--- src/rtl/ysyx_bus_pkg.sv ---
// Shared read-bus definitions: FSM state encoding, AXI read IDs per requester
// and the LSU byte-strobe to AXI arsize mapping.
package ysyx_bus_pkg;

  typedef enum logic [1:0] {
    ST_IDLE = 2'd0,
    ST_ADDR = 2'd1,
    ST_DATA = 2'd2
  } rd_state_e;

  localparam logic [3:0] ARID_IFU   = 4'd0;
  localparam logic [3:0] ARID_LSU   = 4'd1;
  localparam logic [2:0] ARSIZE_IFU = 3'b010;

  // Unknown strobe patterns fall back to a full 32-bit word.
  function automatic logic [2:0] strb_to_arsize(input logic [7:0] strb);
    case (strb)
      8'h01:   strb_to_arsize = 3'b000;
      8'h03:   strb_to_arsize = 3'b001;
      8'h0f:   strb_to_arsize = 3'b010;
      default: strb_to_arsize = 3'b010;
    endcase
  endfunction

endpackage

--- src/rtl/ysyx_arb_pick.sv ---
// Two-way combinational grant decision between IFU and LSU. prefer_ifu_i
// breaks a tie in favour of the IFU; otherwise the LSU wins a tie.
module ysyx_arb_pick (
  input  logic req_ifu_i,
  input  logic req_lsu_i,
  input  logic prefer_ifu_i,
  output logic gnt_ifu_o,
  output logic gnt_lsu_o
);

  always_comb begin
    gnt_lsu_o = req_lsu_i & (~req_ifu_i | ~prefer_ifu_i);
    gnt_ifu_o = req_ifu_i & ~gnt_lsu_o;
  end

endmodule

--- src/rtl/ysyx_rd_arb.sv ---
// IFU/LSU read arbiter onto a single-outstanding AXI4 read master.
// Define YSYX_RD_ARB_RR_EN for round-robin tie-breaking (default: LSU priority).
module ysyx_rd_arb
  import ysyx_bus_pkg::*;
#(
  parameter int ADDR_W = 32,
  parameter int DATA_W = 32
) (
  input  logic              clk,
  input  logic              rst,
  input  logic [ADDR_W-1:0] ifu_araddr,
  input  logic              ifu_arvalid,
  output logic [DATA_W-1:0] ifu_rdata_o,
  output logic              ifu_rvalid_o,
  input  logic [ADDR_W-1:0] lsu_araddr,
  input  logic              lsu_arvalid,
  input  logic [7:0]        lsu_rstrb,
  output logic [DATA_W-1:0] lsu_rdata_o,
  output logic              lsu_rvalid_o,
  output logic [ADDR_W-1:0] io_master_araddr,
  output logic              io_master_arvalid,
  input  logic              io_master_arready,
  output logic [2:0]        io_master_arsize,
  output logic [3:0]        io_master_arid,
  output logic [7:0]        io_master_arlen,
  output logic [1:0]        io_master_arburst,
  input  logic [63:0]       io_master_rdata,
  input  logic              io_master_rvalid,
  output logic              io_master_rready,
  input  logic [1:0]        io_master_rresp,
  input  logic              io_master_rlast,
  input  logic [3:0]        io_master_rid,
  output logic              err_o
);

  rd_state_e         state_q;
  logic [ADDR_W-1:0] addr_q;
  logic [2:0]        arsize_q;
  logic [3:0]        arid_q;
  logic              arvalid_q;
  logic              rready_q;
  logic              ifu_rvalid_q;
  logic              lsu_rvalid_q;
  logic              err_q;
  logic              flush_q;
  logic [DATA_W-1:0] rdata_q;

  logic              gnt_ifu_s;
  logic              gnt_lsu_s;
  logic              prefer_ifu_s;
  logic              owner_req_s;
  logic [31:0]       lane_d;
  logic              unused_rid_s;

`ifdef YSYX_RD_ARB_RR_EN
  logic last_lsu_q;

  assign prefer_ifu_s = last_lsu_q;

  always_ff @(posedge clk) begin
    if (rst) begin
      last_lsu_q <= 1'b0;
    end else if ((state_q == ST_IDLE) && (gnt_ifu_s || gnt_lsu_s)) begin
      last_lsu_q <= gnt_lsu_s;
    end else begin
      last_lsu_q <= last_lsu_q;
    end
  end
`else
  assign prefer_ifu_s = 1'b0;
`endif

  ysyx_arb_pick u_pick (
    .req_ifu_i    (ifu_arvalid),
    .req_lsu_i    (lsu_arvalid),
    .prefer_ifu_i (prefer_ifu_s),
    .gnt_ifu_o    (gnt_ifu_s),
    .gnt_lsu_o    (gnt_lsu_s)
  );

  // The response ID carries no information with a single outstanding read.
  assign unused_rid_s = ^io_master_rid;

  always_comb begin
    owner_req_s = (arid_q == ARID_LSU) ? lsu_arvalid : ifu_arvalid;
    lane_d      = addr_q[2] ? io_master_rdata[63:32] : io_master_rdata[31:0];
  end

  always_ff @(posedge clk) begin
    if (rst) begin
      state_q      <= ST_IDLE;
      addr_q       <= '0;
      arsize_q     <= 3'b000;
      arid_q       <= ARID_IFU;
      arvalid_q    <= 1'b0;
      rready_q     <= 1'b0;
      ifu_rvalid_q <= 1'b0;
      lsu_rvalid_q <= 1'b0;
      err_q        <= 1'b0;
      flush_q      <= 1'b0;
      rdata_q      <= '0;
    end else begin
      ifu_rvalid_q <= 1'b0;
      lsu_rvalid_q <= 1'b0;
      err_q        <= 1'b0;
      case (state_q)
        ST_IDLE: begin
          if (gnt_ifu_s || gnt_lsu_s) begin
            state_q   <= ST_ADDR;
            arvalid_q <= 1'b1;
            flush_q   <= 1'b0;
            addr_q    <= gnt_lsu_s ? lsu_araddr : ifu_araddr;
            arsize_q  <= gnt_lsu_s ? strb_to_arsize(lsu_rstrb) : ARSIZE_IFU;
            arid_q    <= gnt_lsu_s ? ARID_LSU : ARID_IFU;
          end
        end
        ST_ADDR: begin
          if (!owner_req_s) flush_q <= 1'b1;
          if (io_master_arready) begin
            arvalid_q <= 1'b0;
            rready_q  <= 1'b1;
            state_q   <= ST_DATA;
          end
        end
        ST_DATA: begin
          if (!owner_req_s) flush_q <= 1'b1;
          // A withdrawn requester still lets the bus beat drain, but gets no pulse.
          if (io_master_rvalid && io_master_rlast) begin
            rready_q <= 1'b0;
            state_q  <= ST_IDLE;
            err_q    <= (io_master_rresp != 2'b00);
            if (!flush_q && owner_req_s) begin
              rdata_q <= DATA_W'(lane_d);
              if (arid_q == ARID_LSU) lsu_rvalid_q <= 1'b1;
              else                    ifu_rvalid_q <= 1'b1;
            end
          end
        end
        default: begin
          state_q   <= ST_IDLE;
          arvalid_q <= 1'b0;
          rready_q  <= 1'b0;
        end
      endcase
    end
  end

  assign io_master_araddr  = addr_q;
  assign io_master_arvalid = arvalid_q;
  assign io_master_arsize  = arsize_q;
  assign io_master_arid    = arid_q;
  assign io_master_arlen   = 8'd0;
  assign io_master_arburst = 2'b01;
  assign io_master_rready  = rready_q;
  assign ifu_rdata_o       = rdata_q;
  assign lsu_rdata_o       = rdata_q;
  assign ifu_rvalid_o      = ifu_rvalid_q;
  assign lsu_rvalid_o      = lsu_rvalid_q;
  assign err_o             = err_q;

endmodule

--- config.mk ---
export PLATFORM = sky130hd
export DESIGN_NAME = ysyx_rd_arb
export DESIGN_NICKNAME = d
export VERILOG_FILES = /design/src/rtl/ysyx_bus_pkg.sv /design/src/rtl/ysyx_arb_pick.sv /design/src/rtl/ysyx_rd_arb.sv
export SDC_FILE = /design/constraint.sdc
export NUM_CORES = 1
export LEC_CHECK = 0
export CAP_MARGIN = 20
export CORE_MARGIN = 4
export CORE_UTILIZATION = 37
export DETAILED_ROUTE_END_ITERATION = 6
export HOLD_SLACK_MARGIN = 0.02
export PLACE_DENSITY = 0.82
export RECOVER_POWER = 100
export SETUP_SLACK_MARGIN = 0.15
export SLEW_MARGIN = 15
export SYNTH_ARGS = -nofsm -noshare
export SYNTH_HDL_FRONTEND = slang
export SYNTH_SLANG_ARGS = --single-unit
--- constraint.sdc ---
create_clock -name clk -period 2.2 [get_ports clk]
set_clock_uncertainty 0.2 [all_clocks]
set_input_delay 0.22 -clock clk [delete_from_list [all_inputs] [get_ports clk]]
set_output_delay 0.22 -clock clk [all_outputs]
set_load 0.005 [all_outputs]
# Word level (Yosys, flattened, before mapping)
# Cells that the tools add are included.
[word_totals]
reg_bits = 79
latchBits = 0
ramBits = 0
mem_bits_ro = 0
output_inout_bits = 118
n_memories = 0
[op_classes]
addsub = 0
multipliers = 0
n_div = 0
order_cmp = 0
eq_ne = 9
shift = 0
n_mux = 21
bitwise_logic = 6
n_reduce_logical = 16
[ops]
columns = ["operator", "n"]
rows = [
  ["$mux 32", 2],
  ["$reduce_and 3->1", 5],
  ["$mux 1", 10],
  ["$eq 8x1->1 const B", 1],
  ["$eq 8x2->1 const B", 1],
  ["$ne 2x2->1 const B", 4],
  ["$mux 2", 3],
  ["$pmux 1 s3", 2],
  ["$pmux 2 s3", 1],
  ["$not 1->1", 5],
  ["$eq 4x1->1 const B", 1],
  ["$pmux 2 s2", 1],
  ["$reduce_bool 2->1", 2],
  ["$reduce_or 4->1", 1],
  ["$mux 3", 1],
  ["$reduce_or 3->1", 1],
  ["$eq 2x1->1 const B", 1],
  ["$eq 2x2->1 const B", 1],
  ["$logic_and 1x1->1", 2],
  ["$logic_not 2->1", 1],
  ["$pmux 1 s2", 1],
  ["$reduce_and 2->1", 1],
  ["$reduce_or 2->1", 1],
  ["$and 1x1->1", 1],
  ["2 further kinds", 2],
]

# Depth between registers and ports, before layout
# Gate-level depths: netlist (run 1).
[logic_depth]
ltp_word = 5
depth_mapped = 8
mapped_depth_nobuf = 5

# By module
# From an unflattened synthesis (run 1), not the netlist that was laid out.
[hier_totals]
cells_unflattened = 434
area_unflattened_um2 = 4112.7
[modules_own_cells]
columns = ["module", "instances", "cells_each", "area_each_um2", "seq_area_each_um2"]
rows = [
  ["ysyx_rd_arb", 1, 431, 4093.9, 1501.4],
  ["ysyx_arb_pick", 1, 3, 18.8, 0.0],
]

# Least setup slack after synthesis (run 1)
# Ideal clock, no wire load.
[synth_path]
path_kind = "reg2reg"
startpoint = "reg state_q[1]"
endpoint = "reg state_q[1]"
setup_ps = 73
arrival_ps = 1564
required_time_ps = 1927
slack_ps = 362
stages_incl_launch_ff = 7
period_less_slack_ps = 1838
cell_sequence = "dfxtp_1 inv_1 ha_1 clkbuf_1 or3b_2 a31o_2 a21oi_1"
[synth_via]
elab_chain_len = 3
word_cells_on_any_way = 8
[synth_lines]
columns = ["item", "line_no", "rtl"]
rows = [
  ["start, declared", "ysyx_rd_arb.sv:36", "rd_state_e state_q;"],
  ["start signal, assigned", "ysyx_rd_arb.sv:91", "state_q <= ST_IDLE;"],
  ["start signal, assigned", "ysyx_rd_arb.sv:109", "state_q <= ST_ADDR;"],
  ["start signal, assigned", "ysyx_rd_arb.sv:122", "state_q <= ST_DATA;"],
  ["$eq 2x2->1 (tied with other cells)", "ysyx_rd_arb.sv:106", "case (state_q)"],
  ["$ne 2x2->1 (no line)", "n/a", ""],
  ["$reduce_and 3->1 (no line)", "n/a", ""],
]
# Parallel ways exist; a longest one is shown, timed or not.
# A chain may end at the register's enable or synchronous reset.

# Final worst setup path (run 1)
[layout_path]
startpoint = "reg state_q[0]"
endpoint = "reg rdata_q[13], in the netlist ifu_rdata_o[13]"
[layout_via]
elab_chain_len = 2
[layout_lines]
columns = ["item", "line_no", "rtl"]
rows = [
  ["$eq 2x2->1", "ysyx_rd_arb.sv:106", ""],
  ["$reduce_and 3->1 (no line)", "n/a", ""],
  ["end signal, assigned", "ysyx_rd_arb.sv:133", "rdata_q <= DATA_W'(lane_d);"],
  ["end, declared", "ysyx_rd_arb.sv:46", "logic [DATA_W-1:0] rdata_q;"],
]
# Every way passes these cells.

==> results of run 1 <==
-- sequential cells by signal, summed over array words and instances (netlist names) --
name and cells:
flush_q 1, lsu_rvalid_o 1, ifu_rdata_o 32, io_master_araddr 32
state_q 2, io_master_arvalid 1, io_master_arid 1, err_o 1
ifu_rvalid_o 1, io_master_arsize 2, io_master_rready 1
-- metal layers --
layer / wire length (µm) / GRT usage / vias up
met5: 0 / 0 / -
li1: - / - / 1880
met3: 1300 / 0.0615 / 24
met2: 5920 / 0.311 / 198
met4: 337 / 0.0801 / 0
met1: 4570 / 0.195 / 1709
-- final cells by class --
cell class | instances | area [µm²] | share of cell area
timing repair buffer | 259 | 2620 | 0.396
multi-input combinational | 249 | 1920 | 0.289
tap | 140 | 175 | 0.0265
sequential | 75 | 1500 | 0.227
clock inverter | 4 | 120 | 0.0181
inverter | 35 | 131 | 0.0198
clock buffer | 12 | 155 | 0.0234
-- where the power goes --
group	switching [µW]	internal, µW	total, µW
logic	639	830	1470
clock network	494	932	1430
registers	102	1540	1650
total	1240	3310	4540
-- metrics by stage --
stage	utilization	total power, µW	cells	setup slack, ps
6_report	0.611	4540	774	196
2_1_floorplan	-	2450	443	362
3_3_place_gp	0.591	3200	756	126
4_1_cts	0.618	4680	773	198
5_1_grt	0.611	4800	774	95.0
3_5_place_dp	0.591	3230	756	55.5
-- cell usage in the layout, fill, tap and decap left out, drive strengths merged, types with 2 or more instances in the layout --
| cell type | instances |
|---|---|
| a211oi | 64 |
| conb | 14 |
| o21a | 2 |
| ha | 3 |
| dlygate4sd3 | 104 |
| nand4 | 2 |
| buf | 11 |
| nor2 | 37 |
| a21oi | 3 |
| mux2i | 35 |
| clkbuf | 13 |
| nand2 | 5 |
| clkdlybuf4s50 | 143 |
| mux2 | 32 |
| inv | 35 |
| nor4 | 33 |
| bufinv | 4 |
| and3b | 2 |
| dfxtp | 75 |
-- cells by family after synthesis --
kind of cell             Yosys count
AO/OA/AOI/OAI                     78
buffers and inverters            119
adder cells (fa/ha/maj)            3
AND/OR/NAND/NOR                   87
other                              2
multiplexers                      67
flip-flops                        75
-- worst max-delay path: stages, from the launching register on --
cell	delay, ps
dfxtp_1	340
inv_1	90
ha_1	210
nand3_1	200
or3_4	400
buf_4	240
a211oi_1	240
-- repair_timing --
action | in CTS | in global routing
hold buffers | 1 | 0
resized for setup | 1 | 3
setup endpoints to repair | 1 | 24
pin swaps | 0 | 0
cloned | 0 | 1
endpoints found under the hold margin | 1 | 0
-- worst max path at each step --
stage                startpoint              end  depth (start not counted)
6_report             state_q[0]  ifu_rdata_o[13]                          6
5_1_grt             lsu_arvalid          flush_q                          6
4_1_cts              state_q[0]  ifu_rdata_o[25]                          6
3_5_place_dp   io_master_rvalid  ifu_rdata_o[25]                          5
3_3_place_gp   io_master_rvalid  ifu_rdata_o[25]                          5
2_1_floorplan        state_q[1]       state_q[1]                          6
==> flow_metrics.py, run 1 <==
metrics = {
    "status": {
        "outcome": "completed",
    },
    "worst_setup_path": {
        "crit_type": "flop to flop",
        "start_kind": "flop",
        "r2r_end": "ifu_rdata_o[13]",
        "end_kind": "flop",
        "r2r_cells": 6,
        "regToRegSetupSlack_ps": 200,
        "rr_startpoint": "state_q[0]",
        "worst_ep_arrival_time_ps": 2060,
        "cp_max_fo": 16,
        "worstPathRequired_ps": 2260,
    },
    "final_layout": {
        "fin_nets": 781,
        "diodes": 0,
        "drive_gt1_frac": 0.126,
        "areaGrowthSynthToFinish_pct": 61.7,
        "postLayoutCellArea_um2": 6620,
        "num-fill-cells": 900,
    },
    "logic_synthesis": {
        "postSynthAreaPerCell_um2": 9.50,
        "synth_compound_gate_area_share": 0.179,
        "ys_seq_area_frac": 0.367,
        "synthesis.area_um2": 4100,
        "synth-xor-area-share": 0,
        "synthFlopType": "dfxtp_1",
        "ys.warnings.count": 0,
        "yosysMostFrequentCell": "dfxtp_1",
        "synth_top_area_share": 0.367,
        "synth-edff-count": 0,
        "synth_top_area_cell": "dfxtp_1",
        "synth_area_leaders": "dfxtp_1, a211oi_2, mux2_2, mux2i_1, buf_4",
        "yosysUniqueCellTypes": 37,
        "synthArstFlopShare": 0,
        "synth_common_cells": "dfxtp_1, buf_4, nor2_1",
        "synthSimpleGateAreaFrac": 0.110,
        "yosys.area_share.adder": 0.00917,
        "synth_top_family_by_area": "compound AO/OA/AOI/OAI gates",
        "synthMuxAreaShare": 0.174,
        "synth_cells": 431,
        "synth-seq-cells": 75,
    },
    "drt": {
        "drtPass1Iterations": 4,
        "wl_mm": 12.1,
        "vias_per_cell": 4.92,
        "drt_iter0_drc": 87,
        "vias": 3811,
        "ant_nets": 0,
        "drc": 0,
        "wl_per_cell_um": 15.7,
    },
    "sta": {
        "hold_violations": 0,
        "max_freq_mhz": 499,
        "setup_violations": 0,
        "slew_headroom": 0.604,
        "period_share": 0.911,
        "tns_ps": 0,
        "fin_crit_ps": 2000,
        "hold_slack_ps": 159,
        "worstMarginPinSlew_ps": 594,
        "report.final.slew_viol_count": 0,
        "rsz0062_at_grt": "false",
    },
    "global_routing": {
        "antenna_found_initial": 0,
        "overflow": 0,
        "grt_pass1_wl_mm": 18.7,
        "grt_usage": 0.178,
        "grt_max_degree": 62,
        "grt_pass1_vias": 3816,
    },
    "die": {
        "fp.dieW_um": 113,
        "start_util": 0.378,
        "ioPinCount": 267,
        "die_y_um": 113,
        "die-area_um2": 12800,
        "coreArea_um2": 10800,
        "row_count": 38,
    },
    "power_and_ir_drop": {
        "total_leakage_power_uw": 0.00272,
        "power_density_nw_per_um2": 686,
        "irDropWorstVdd_v": 0.000402,
    },
    "clock_tree": {
        "clockRootBuffer": "clkbuf_8",
        "post_cts_buffers": 0,
        "cts_tree": "built",
        "cts_buffer_depth": 2,
        "clock-sinks": 75,
        "ctsHtreeMaxLevel": 3,
        "numCtsBuffers": 9,
        "insertion_delay_ps": 340,
        "clk_pin_slew_worst_paths_ps": 80,
    },
    "run": {
        "maxCapViolCount": 0,
    },
    "worst_hold_path": {
        "whs_endpoint": "io_master_arsize[0]",
        "min_from": "rst",
        "hold_depth": 2,
        "hold_class": "input port to flop",
    },
    "placed_design": {
        "gp_congestion": 0.781,
        "io_buffers": 248,
        "dpl_cell_area_um2": 6410,
        "hpwl_mm": 9.31,
    },
}
(Power assumes the default switching activity.)
==> inputs of run 2 (changes only) <==
Settings changed: RECOVER_POWER 100 to unset.
==> run 2 against run 1 <==
Clock-buffer cell count unchanged. Critical path type is now flop to primary output. Flip-flop and latch count stayed put. Die area did not move. Non-clock buffer count did not move. Sequential share of layout area down 0.38 points.
==> flow_metrics.py, run 2 (synthesized netlist as in run 1, its figures left out) <==
metrics = {
    "clock_tree": {
        "clockRootBuffer": "clkbuf_8",
        "cts_tree": "built",
        "numCtsBuffers": 9,
        "clk_pin_slew_worst_paths_ps": 70,
        "cts_buffer_depth": 2,
        "clock-sinks": 75,
        "ctsHtreeMaxLevel": 3,
        "post_cts_buffers": 0,
        "insertion_delay_ps": 340,
    },
    "sta": {
        "setup_slack_ps": 304,
        "setup_violations": 0,
        "report.final.slew_viol_count": 0,
        "hold_violations": 0,
        "rsz0062_at_grt": "false",
        "tns_ps": 0,
        "max_freq_mhz": 527,
        "slew_headroom": 0.634,
        "period_share": 0.862,
        "worstMarginPinSlew_ps": 549,
        "fin_crit_ps": 1900,
    },
    "final_layout": {
        "num-fill-cells": 883,
        "diodes": 0,
        "drive_gt1_frac": 0.156,
        "fin_nets": 781,
        "areaGrowthSynthToFinish_pct": 64.5,
        "final_cell_mix": "clkdlybuf4s50_1, dfxtp_1, nor2_1, inv_1",
        "utilization": 0.621,
        "mostFrequentLayoutCell": "clkdlybuf4s50_1",
    },
    "worst_setup_path": {
        "critical_path.top_delay_family": "buffers and inverters",
        "regToRegSetupSlack_ps": 320,
        "path_cells": "buf_12, clkdlybuf4s50_1",
        "worst_ep_arrival_time_ps": 1480,
        "cp_slowest_cell": "clkdlybuf4s50_1",
        "crit_buf_inv": 2,
        "crit_type": "flop to primary output",
        "end_kind": "primary output",
        "slowest_delay_ps": 530,
        "cp_max_fo": 33,
        "worstPathRequired_ps": 1780,
        "start_kind": "flop",
    },
    "power_and_ir_drop": {
        "total_leakage_power_uw": 0.00243,
        "p_sw_uw": 1260,
        "power.share.clock": 0.309,
        "intPower_uw": 3380,
        "pwr-share-comb": 0.334,
        "seq_power_share": 0.357,
        "power_density_nw_per_um2": 688,
        "irDropWorstVdd_v": 0.000419,
        "sw_frac_of_total": 0.271,
    },
    "drt": {
        "wl_per_cell_um": 15.7,
        "drt_iter0_drc": 94,
        "drtPass1Iterations": 4,
        "wl_mm": 12.2,
        "vias_per_cell": 4.92,
        "vias": 3811,
        "drc": 0,
        "ant_nets": 0,
    },
    "global_routing": {
        "antenna_found_initial": 0,
        "grt_pass1_vias": 3816,
        "overflow": 0,
        "grt_max_degree": 62,
        "grt_usage": 0.178,
        "grt_pass1_wl_mm": 18.7,
    },
    "die": {
        "fp.dieW_um": 113,
        "die-area_um2": 12800,
        "row_count": 38,
        "die_y_um": 113,
        "start_util": 0.378,
        "ioPinCount": 267,
        "coreArea_um2": 10800,
    },
    "placed_design": {
        "dp_worst_setup_slack_ps": 55.5,
        "hpwl_mm": 9.31,
        "io_buffers": 248,
        "gp_congestion": 0.781,
    },
    "worst_hold_path": {
        "hold_class": "input port to flop",
    },
    "run": {
        "maxCapViolCount": 0,
    },
    "status": {
        "outcome": "completed",
    },
}
## run 2: worst paths after layout
| kind | cells after the start | end | from |
|---|---|---|---|
| max | 2 | io_master_araddr[2] | io_master_araddr[2] |
| min | 2 | io_master_arsize[0] | rst |
| max reg2reg | 6 | ifu_rdata_o[16] | state_q[0] |
| min reg2reg | 2 | io_master_arsize[0] | io_master_arsize[0] |
## run 2: per-layer routing
layer / GRT usage / part of all wire / wire (µm)
met1: 0.195 / 0.38 / 4570
met4: 0.0801 / 0.028 / 344
met3: 0.0615 / 0.10 / 1270
met2: 0.311 / 0.49 / 5970
met5: 0 / 0 / 0
## run 2: power by group through the flow
stage	combinational (µW)	clock (µW)	sequential (µW)
floorplan	769	0	1680
global route	1690	1520	1680
finish	1550	1430	1660
global placement	1530	0	1670
detailed placement	1550	0	1680
CTS	1560	1470	1660
## run 2: through the flow
| stage | hold WS (ps) | cells | power (µW) | area, µm² |
|---|---|---|---|---|
| 2_1_floorplan | 130 | 443 | 2450 | 4140 |
| 3_5_place_dp | 252 | 756 | 3230 | 6410 |
| 3_3_place_gp | 243 | 756 | 3200 | 6410 |
| 4_1_cts | 150 | 773 | 4680 | 6700 |
| 6_report | 172 | 774 | 4640 | 6740 |
| 5_1_grt | 179 | 774 | 4890 | 6740 |
## run 2: area by class of cell
class / instances / area (µm²) / area share
flip-flops and latches: 75 / 1500 / 0.223
clock inverters: 4 / 120 / 0.0178
repair buffers: 259 / 2640 / 0.392
inverters: 35 / 131 / 0.0195
multi-input cells: 249 / 2010 / 0.299
well taps: 140 / 175 / 0.0260
clock buffers: 12 / 155 / 0.0230
## run 2: timing repair
| action | in CTS | in global routing |
|---|---|---|
| endpoints found under the setup margin | 1 | 24 |
| cloned | 0 | 1 |
| endpoints found under the hold margin | 1 | 0 |
| hold buffers | 1 | 0 |
| gates resized for setup | 1 | 3 |
==> inputs of run 3 (changes only) <==
Settings changed: SLEW_MARGIN 15 to 20.
==> results of run 3 <==
No change in the layout: final DEF, timing and power equal those of run 2.
